[config.mk]
export PLATFORM = sky130hd
export DESIGN_NAME = crtc_sync_gen_flat
export DESIGN_NICKNAME = d
export VERILOG_FILES = /design/src/rtl/crtc_sync_gen_if.sv /design/src/rtl/crtc_sync_gen.sv /design/src/flat_wrapper.sv
export SDC_FILE = /design/constraint.sdc
export NUM_CORES = 1
export LEC_CHECK = 0
export ABC_AREA = 1
export CAP_MARGIN = 20
export CORE_MARGIN = 3
export CORE_UTILIZATION = 51
export CTS_BUF_LIST = sky130_fd_sc_hd__clkbuf_8
export CTS_CLUSTER_SIZE = 24
export DETAILED_ROUTE_END_ITERATION = 12
export MAX_ROUTING_LAYER = met4
export PLACE_DENSITY = 0.79
export SKIP_CTS_REPAIR_TIMING = 1
export SLEW_MARGIN = 20
export SYNTH_ARGS = -nofsm -noshare
export SYNTH_HDL_FRONTEND = slang
export SYNTH_SLANG_ARGS = --single-unit
[constraint.sdc]
create_clock -name clk -period 1.4 [get_ports clk]
set_input_delay 0.28 -clock clk [delete_from_list [all_inputs] [get_ports clk]]
set_output_delay 0.28 -clock clk [all_outputs]
set_load 0.02 [all_outputs]
[src/rtl/crtc_sync_gen_if.sv]
// Timing bus between the CRTC upcounters and the sync decoder.
// The master modport drives the counters; the slave modport (the decoder) returns the timing outputs.
interface crtc_sync_gen_if #(
  parameter int HWIDTH = 10,
  parameter int VWIDTH = 10
);
  logic              enable;
  logic [HWIDTH-1:0] hcount;
  logic [VWIDTH-1:0] vcount;
  logic              hsync;
  logic              vsync;
  logic              display_en;
  logic [HWIDTH-1:0] x;
  logic [VWIDTH-1:0] y;
  logic              line_start;
  logic              frame_start;
  logic              blink;
  logic              range_err;

  modport master (
    output enable, hcount, vcount,
    input  hsync, vsync, display_en, x, y, line_start, frame_start, blink, range_err
  );

  modport slave (
    input  enable, hcount, vcount,
    output hsync, vsync, display_en, x, y, line_start, frame_start, blink, range_err
  );
endinterface

[src/rtl/crtc_sync_gen.sv]
// CRTC timing decoder: per-axis phase FSMs on sampled hcount/vcount, producing registered
// sync, display enable, pixel coordinates, line/frame strobes, cursor blink and a range error flag.
module crtc_sync_gen #(
  parameter int HWIDTH       = 10,
  parameter int VWIDTH       = 10,
  parameter int H_ACTIVE     = 640,
  parameter int H_FP         = 16,
  parameter int H_SYNC       = 96,
  parameter int H_BP         = 48,
  parameter int V_ACTIVE     = 480,
  parameter int V_FP         = 10,
  parameter int V_SYNC       = 2,
  parameter int V_BP         = 33,
  parameter bit HSYNC_POL    = 1'b0,
  parameter bit VSYNC_POL    = 1'b0,
  parameter int BLINK_FRAMES = 16
) (
  input  logic             clk,
  input  logic             reset_n,
  crtc_sync_gen_if.slave   bus
);

  localparam int H_TOTAL = H_ACTIVE + H_FP + H_SYNC + H_BP;
  localparam int V_TOTAL = V_ACTIVE + V_FP + V_SYNC + V_BP;

  typedef enum logic [1:0] {ST_ACTIVE, ST_FRONT, ST_SYNC, ST_BACK} phase_e;

  phase_e h_q, h_d, v_q, v_d;

  // Full-width compares against compile-time boundaries; no wrap arithmetic.
  logic [31:0] hc, vc;
  logic        hc0, vc0, oor;

  assign hc  = 32'(bus.hcount);
  assign vc  = 32'(bus.vcount);
  assign hc0 = (hc == 32'd0);
  assign vc0 = (vc == 32'd0);
  assign oor = (hc >= 32'(H_TOTAL)) || (vc >= 32'(V_TOTAL));

  logic              hsync_q, hsync_d;
  logic              vsync_q, vsync_d;
  logic              de_q, de_d;
  logic [HWIDTH-1:0] x_q, x_d;
  logic [VWIDTH-1:0] y_q, y_d;
  logic              ls_q, ls_d;
  logic              fs_q, fs_d;
  logic              blink_q, blink_d;
  logic              rerr_q, rerr_d;
  logic [7:0]        fcnt_q, fcnt_d;

  always_ff @(posedge clk or negedge reset_n) begin
    if (!reset_n) begin
      h_q <= ST_ACTIVE;
      v_q <= ST_ACTIVE;
    end else if (bus.enable) begin
      h_q <= h_d;
      v_q <= v_d;
    end
  end

  // Out-of-range samples freeze both axes; V only advances on line start.
  always_comb begin
    h_d = h_q;
    v_d = v_q;
    if (!oor) begin
      if      (hc0)                                       h_d = ST_ACTIVE;
      else if (hc == 32'(H_ACTIVE))                       h_d = ST_FRONT;
      else if (hc == 32'(H_ACTIVE + H_FP))                h_d = ST_SYNC;
      else if (hc == 32'(H_ACTIVE + H_FP + H_SYNC))       h_d = ST_BACK;
      if (hc0) begin
        if      (vc0)                                     v_d = ST_ACTIVE;
        else if (vc == 32'(V_ACTIVE))                     v_d = ST_FRONT;
        else if (vc == 32'(V_ACTIVE + V_FP))              v_d = ST_SYNC;
        else if (vc == 32'(V_ACTIVE + V_FP + V_SYNC))     v_d = ST_BACK;
      end
    end
  end

  always_comb begin
    hsync_d = (h_d == ST_SYNC) ? HSYNC_POL : ~HSYNC_POL;
    vsync_d = (v_d == ST_SYNC) ? VSYNC_POL : ~VSYNC_POL;
    de_d    = (h_d == ST_ACTIVE) && (v_d == ST_ACTIVE);
    x_d     = de_d ? bus.hcount : x_q;
    y_d     = de_d ? bus.vcount : y_q;
    ls_d    = bus.enable && hc0;
    fs_d    = bus.enable && hc0 && vc0;
    rerr_d  = rerr_q || oor;
    blink_d = blink_q;
    fcnt_d  = fcnt_q;
    if (hc0 && vc0) begin
      if (fcnt_q == 8'(BLINK_FRAMES - 1)) begin
        fcnt_d  = 8'd0;
        blink_d = ~blink_q;
      end else begin
        fcnt_d  = fcnt_q + 8'd1;
      end
    end
  end

  // Strobes reload every clock so they drop during enable=0 gaps.
  always_ff @(posedge clk or negedge reset_n) begin
    if (!reset_n) begin
      hsync_q <= ~HSYNC_POL;
      vsync_q <= ~VSYNC_POL;
      de_q    <= 1'b0;
      x_q     <= '0;
      y_q     <= '0;
      ls_q    <= 1'b0;
      fs_q    <= 1'b0;
      blink_q <= 1'b0;
      rerr_q  <= 1'b0;
      fcnt_q  <= 8'd0;
    end else begin
      ls_q <= ls_d;
      fs_q <= fs_d;
      if (bus.enable) begin
        hsync_q <= hsync_d;
        vsync_q <= vsync_d;
        de_q    <= de_d;
        x_q     <= x_d;
        y_q     <= y_d;
        blink_q <= blink_d;
        rerr_q  <= rerr_d;
        fcnt_q  <= fcnt_d;
      end
    end
  end

  assign bus.hsync       = hsync_q;
  assign bus.vsync       = vsync_q;
  assign bus.display_en  = de_q;
  assign bus.x           = x_q;
  assign bus.y           = y_q;
  assign bus.line_start  = ls_q;
  assign bus.frame_start = fs_q;
  assign bus.blink       = blink_q;
  assign bus.range_err   = rerr_q;

endmodule

[src/flat_wrapper.sv]
// flat-port wrapper written by rule: the top's interface ports become plain ports
module crtc_sync_gen_flat 
#(
  parameter int HWIDTH       = 10,
  parameter int VWIDTH       = 10,
  parameter int H_ACTIVE     = 640,
  parameter int H_FP         = 16,
  parameter int H_SYNC       = 96,
  parameter int H_BP         = 48,
  parameter int V_ACTIVE     = 480,
  parameter int V_FP         = 10,
  parameter int V_SYNC       = 2,
  parameter int V_BP         = 33,
  parameter bit HSYNC_POL    = 1'b0,
  parameter bit VSYNC_POL    = 1'b0,
  parameter int BLINK_FRAMES = 16
)
  (clk, reset_n, bus_enable, bus_hcount, bus_vcount, bus_hsync, bus_vsync, bus_display_en, bus_x, bus_y, bus_line_start, bus_frame_start, bus_blink, bus_range_err);
  crtc_sync_gen_if #(.HWIDTH(HWIDTH), .VWIDTH(VWIDTH)) bus_i ();
  input  logic clk;
  input  logic reset_n;
  input wire logic [$bits(bus_i.enable)-1:0] bus_enable;
  input wire logic [$bits(bus_i.hcount)-1:0] bus_hcount;
  input wire logic [$bits(bus_i.vcount)-1:0] bus_vcount;
  output wire logic [$bits(bus_i.hsync)-1:0] bus_hsync;
  output wire logic [$bits(bus_i.vsync)-1:0] bus_vsync;
  output wire logic [$bits(bus_i.display_en)-1:0] bus_display_en;
  output wire logic [$bits(bus_i.x)-1:0] bus_x;
  output wire logic [$bits(bus_i.y)-1:0] bus_y;
  output wire logic [$bits(bus_i.line_start)-1:0] bus_line_start;
  output wire logic [$bits(bus_i.frame_start)-1:0] bus_frame_start;
  output wire logic [$bits(bus_i.blink)-1:0] bus_blink;
  output wire logic [$bits(bus_i.range_err)-1:0] bus_range_err;
  assign bus_i.enable = bus_enable;
  assign bus_i.hcount = bus_hcount;
  assign bus_i.vcount = bus_vcount;
  assign bus_hsync = bus_i.hsync;
  assign bus_vsync = bus_i.vsync;
  assign bus_display_en = bus_i.display_en;
  assign bus_x = bus_i.x;
  assign bus_y = bus_i.y;
  assign bus_line_start = bus_i.line_start;
  assign bus_frame_start = bus_i.frame_start;
  assign bus_blink = bus_i.blink;
  assign bus_range_err = bus_i.range_err;
  crtc_sync_gen #(.HWIDTH(HWIDTH), .VWIDTH(VWIDTH), .H_ACTIVE(H_ACTIVE), .H_FP(H_FP), .H_SYNC(H_SYNC), .H_BP(H_BP), .V_ACTIVE(V_ACTIVE), .V_FP(V_FP), .V_SYNC(V_SYNC), .V_BP(V_BP), .HSYNC_POL(HSYNC_POL), .VSYNC_POL(VSYNC_POL), .BLINK_FRAMES(BLINK_FRAMES)) u_core (.clk(clk), .reset_n(reset_n), .bus(bus_i));
endmodule
==> flow_summary.toml <==
[worst_setup_path]
path_common_cell = "nand2_1"
r2r-start = "u_core.v_q[1]"
crit_buf_inv = 3
worst_setup_path_end_kind = "flip-flop"
path_cells = "clkbuf_2 -> inv_2 -> nand2_4 -> nor3_4 -> nand3_1 -> nand4_1 -> nand2_1 -> nor2_4 -> clkbuf_16 -> nand2_8 -> nand2_1 -> nand2_1"
r2r.worst_path.cells = 9
arrival_ns = 1.79
path_max_fanout = 5
reg2reg_to = "u_core.bus.x[3]"
cp.required_ns = 1.58
r2r_slack_ns = -0.13
worstSetupPathType = "in2reg"
crit_path_start_kind = "input port"
critPathTopFamily = "simple AND/OR/NAND/NOR gates"
critPathMaxStageDelay_ns = 0.22
cp_slowest_cell = "nor3_4"

[timing]
worst_slack_ns = -0.2095
min_period_ns = 1.610
tightestPinTransition_ns = 0.3722
skew_ns = 0.006406
fmax_mhz = 621.3
setup_viol = 29
slew_headroom = 0.7519
slew_viol_final = 0
post-route-period-util = 1.150
hold_viol = 0
rsz0062_at_grt = "true"

[pwr]
internal_power_w = 0.002635
swShare = 0.3844
clkPwrFrac = 0.168
power_w = 0.004280
comb_power_share = 0.444
ir_worst_vdd_uv = 1038
p_switching_w = 0.001645
leakage_nw = 1.901
power_density_nw_per_um2 = 1325
p_seq_frac = 0.388

[floorplan]
die-area_sq_um = 4780
start_util = 0.5431
die_w_um = 69.14
dieHeight_um = 69.14
coreArea_sq_um = 3744
placementRows = 22
io_pins = 50

[drt]
first_iter_violations = 193
drcViolationCount = 0
num_vias = 2146
met1Wirelength_um = 2641
wl_per_cell_um = 17.46
route.met3.wl_um = 452
ant_nets = 0
first_pass_iters = 4
top_layer_used = "met4"
met2_length_um = 3346
wl_um = 6686
vias_per_cell = 5.603

[synth]
synthXorXnorAreaFrac = 0.02585
syn_area_per_cell_sq_um = 8.165
syn_area_sq_um = 2033
synth_compound_area_frac = 0.03200
synth-seq-cells = 39
synthAdderAreaFrac = 0.006154
synth_warnings = 0
synth_top_family_by_area = "simple AND/OR/NAND/NOR gates"
synth_cell_types = 29
syn_nets = 273
yosys.area_share.simple = 0.3766
synthMuxAreaShare = 0
syn_inst = 249
yosysSeqAreaShare = 0.4812

[global_route]
grt_pass1_wl_um = 7714
grt_pass1_vias = 1762
grt_usage = 0.2051
antenna_found_initial = 0
grt_max_degree = 22
gr-total-overflow = 0

[place]
gp_congestion = 0.8116
dp_slack_ns = -0.7100
place_hpwl_um = 3476
io_buffers = 49

[run]
cap_violations = 0

[hold_path]
holdCritStartpoint = "bus_vcount[4]"
min_delay_path_depth = 3
hold_path_class = "in2reg"
worstHoldEndpoint = "u_core.bus.y[4]"

[final_layout]
mostFrequentLayoutCells = "nand2_1 (60), dfrtp_1 (37), nand2_2 (30), dlymetal6s2s_1 (30)"
fillers = 185
areaGrowthSynthToFinish_pct = 58.89
drive_above_1_share = 0.4119
num-nets-final = 358
layout_commonest_cell = "nand2_1"
antenna_cells = 0

[clock_tree]
clkSinkCount = 39
cts_tree = "built"
insertion_delay_ns = 0.29
cts_buffers = 5
clkTransAtPathRegs_ns = 0.08
h-tree-depth = 2
clockBufferDepth = 2
cts_root_buffer = "clkbuf_8"

[outcome]
status = "finished, violations left"
failed_checks = "negative setup slack"
## cell usage after synthesis
master,n,share of area
nand3_4,1,0.0086
nand3b_1,2,0.0074
a211oi_1,1,0.0037
xnor2_1,2,0.0086
ha_1,1,0.0062
clkinv_2,1,0.0025
nand4_1,2,0.0062
nand3_1,35,0.086
nor3_4,1,0.0080
nand2_4,1,0.0055
nor3_1,3,0.0074
o21ai_0,6,0.015
nor2_2,2,0.0062
inv_2,2,0.0037
dfrtp_1,37,0.46
o21a_1,2,0.0074
nor2_4,4,0.022
xor2_1,4,0.017
nand3b_2,1,0.0055
o21bai_1,1,0.0037
nor2_1,18,0.033
nand2_1,85,0.16
clkbuf_1,1,0.0018
buf_6,6,0.033
a21oi_1,1,0.0025
dfstp_2,2,0.026
nand2_2,6,0.018
nor3_2,1,0.0049
inv_1,20,0.037
## per-stage QoR
step | std cells | TNS, ns | hold slack, ns | utilization | area, sq um
after CTS | 370 | -15.98 | -0.1031 | 0.7403 | 2771
after detailed placement | 362 | -23.44 | 0.2066 | 0.7186 | 2690
final | 383 | -3.701 | 0.2301 | 0.8630 | 3231
after global routing | 383 | -6.860 | 0.2500 | 0.8630 | 3231
after global placement | 362 | -22.12 | 0.2108 | 0.7186 | 2690
after floorplan | 249 | -1.279 | -0.01559 | - | 2043
## power by group through the flow
stage / sequential, W / combinational, W / clock, W
2_1_floorplan: 0.00200 / 0.000445 / 0
3_3_place_gp: 0.00164 / 0.00160 / 0
3_5_place_dp: 0.00164 / 0.00163 / 0
4_1_cts: 0.00162 / 0.00163 / 0.000724
5_1_grt: 0.00170 / 0.00201 / 0.000762
6_report: 0.00166 / 0.00190 / 0.000720
## worst min-delay path, stage by stage
cell and delay [ns]:
clkbuf_2 0.10, nand3_2 0.07, nand2_1 0.04
## cell type report
class | count | area (sq um) | share of cell area
clock inverters | 3 | 12.51 | 0.003873
repair buffers | 82 | 843.3 | 0.2610
inverters | 23 | 88.84 | 0.02750
clock buffers | 5 | 68.82 | 0.02130
multi-input cells | 183 | 1179 | 0.3648
flip-flops and latches | 39 | 978.4 | 0.3029
well taps | 48 | 60.06 | 0.01859
## metal layers
metal  global-route usage  up-vias
li1                     -      965
met5                    -        -
met2               0.3061      101
met4              0.08026        0
met3              0.04082       29
met1               0.2757     1051
## cell families (layout without fill, tap and decap cells)
group	after synthesis	after routing
AOI/OAI and AO/OA	11	11
xor gates and xnor gates	6	6
adders and majority gates	1	1
buffers and inverters	30	113
DFF	39	39
and+or+nand+nor	162	165
## worst max-delay path by stage
| stage | start | depth (start not counted) | end |
|---|---|---|---|
| after global placement | bus_vcount[6] | 12 | u_core.bus.x[6] |
| after floorplan | bus_vcount[0] | 11 | u_core.bus.x[0] |
| after global routing | bus_vcount[1] | 12 | u_core.bus.x[3] |
| final | bus_vcount[1] | 12 | u_core.bus.x[3] |
| after detailed placement | bus_vcount[6] | 12 | u_core.bus.y[9] |
| after CTS | bus_vcount[6] | 12 | u_core.bus.y[9] |
## registers in the layout (all words and copies together), names as in the netlist
signal and cells:
u_core.bus.x 10, u_core.bus.y 10, u_core.fcnt_q 8, u_core.h_q 2, u_core.v_q 2, u_core.bus.blink 1
u_core.bus.display_en 1, u_core.bus.frame_start 1, u_core.bus.hsync 1, u_core.bus.line_start 1, u_core.bus.range_err 1, u_core.bus.vsync 1
No activity file was read; power rests on OpenSTA's default activity.
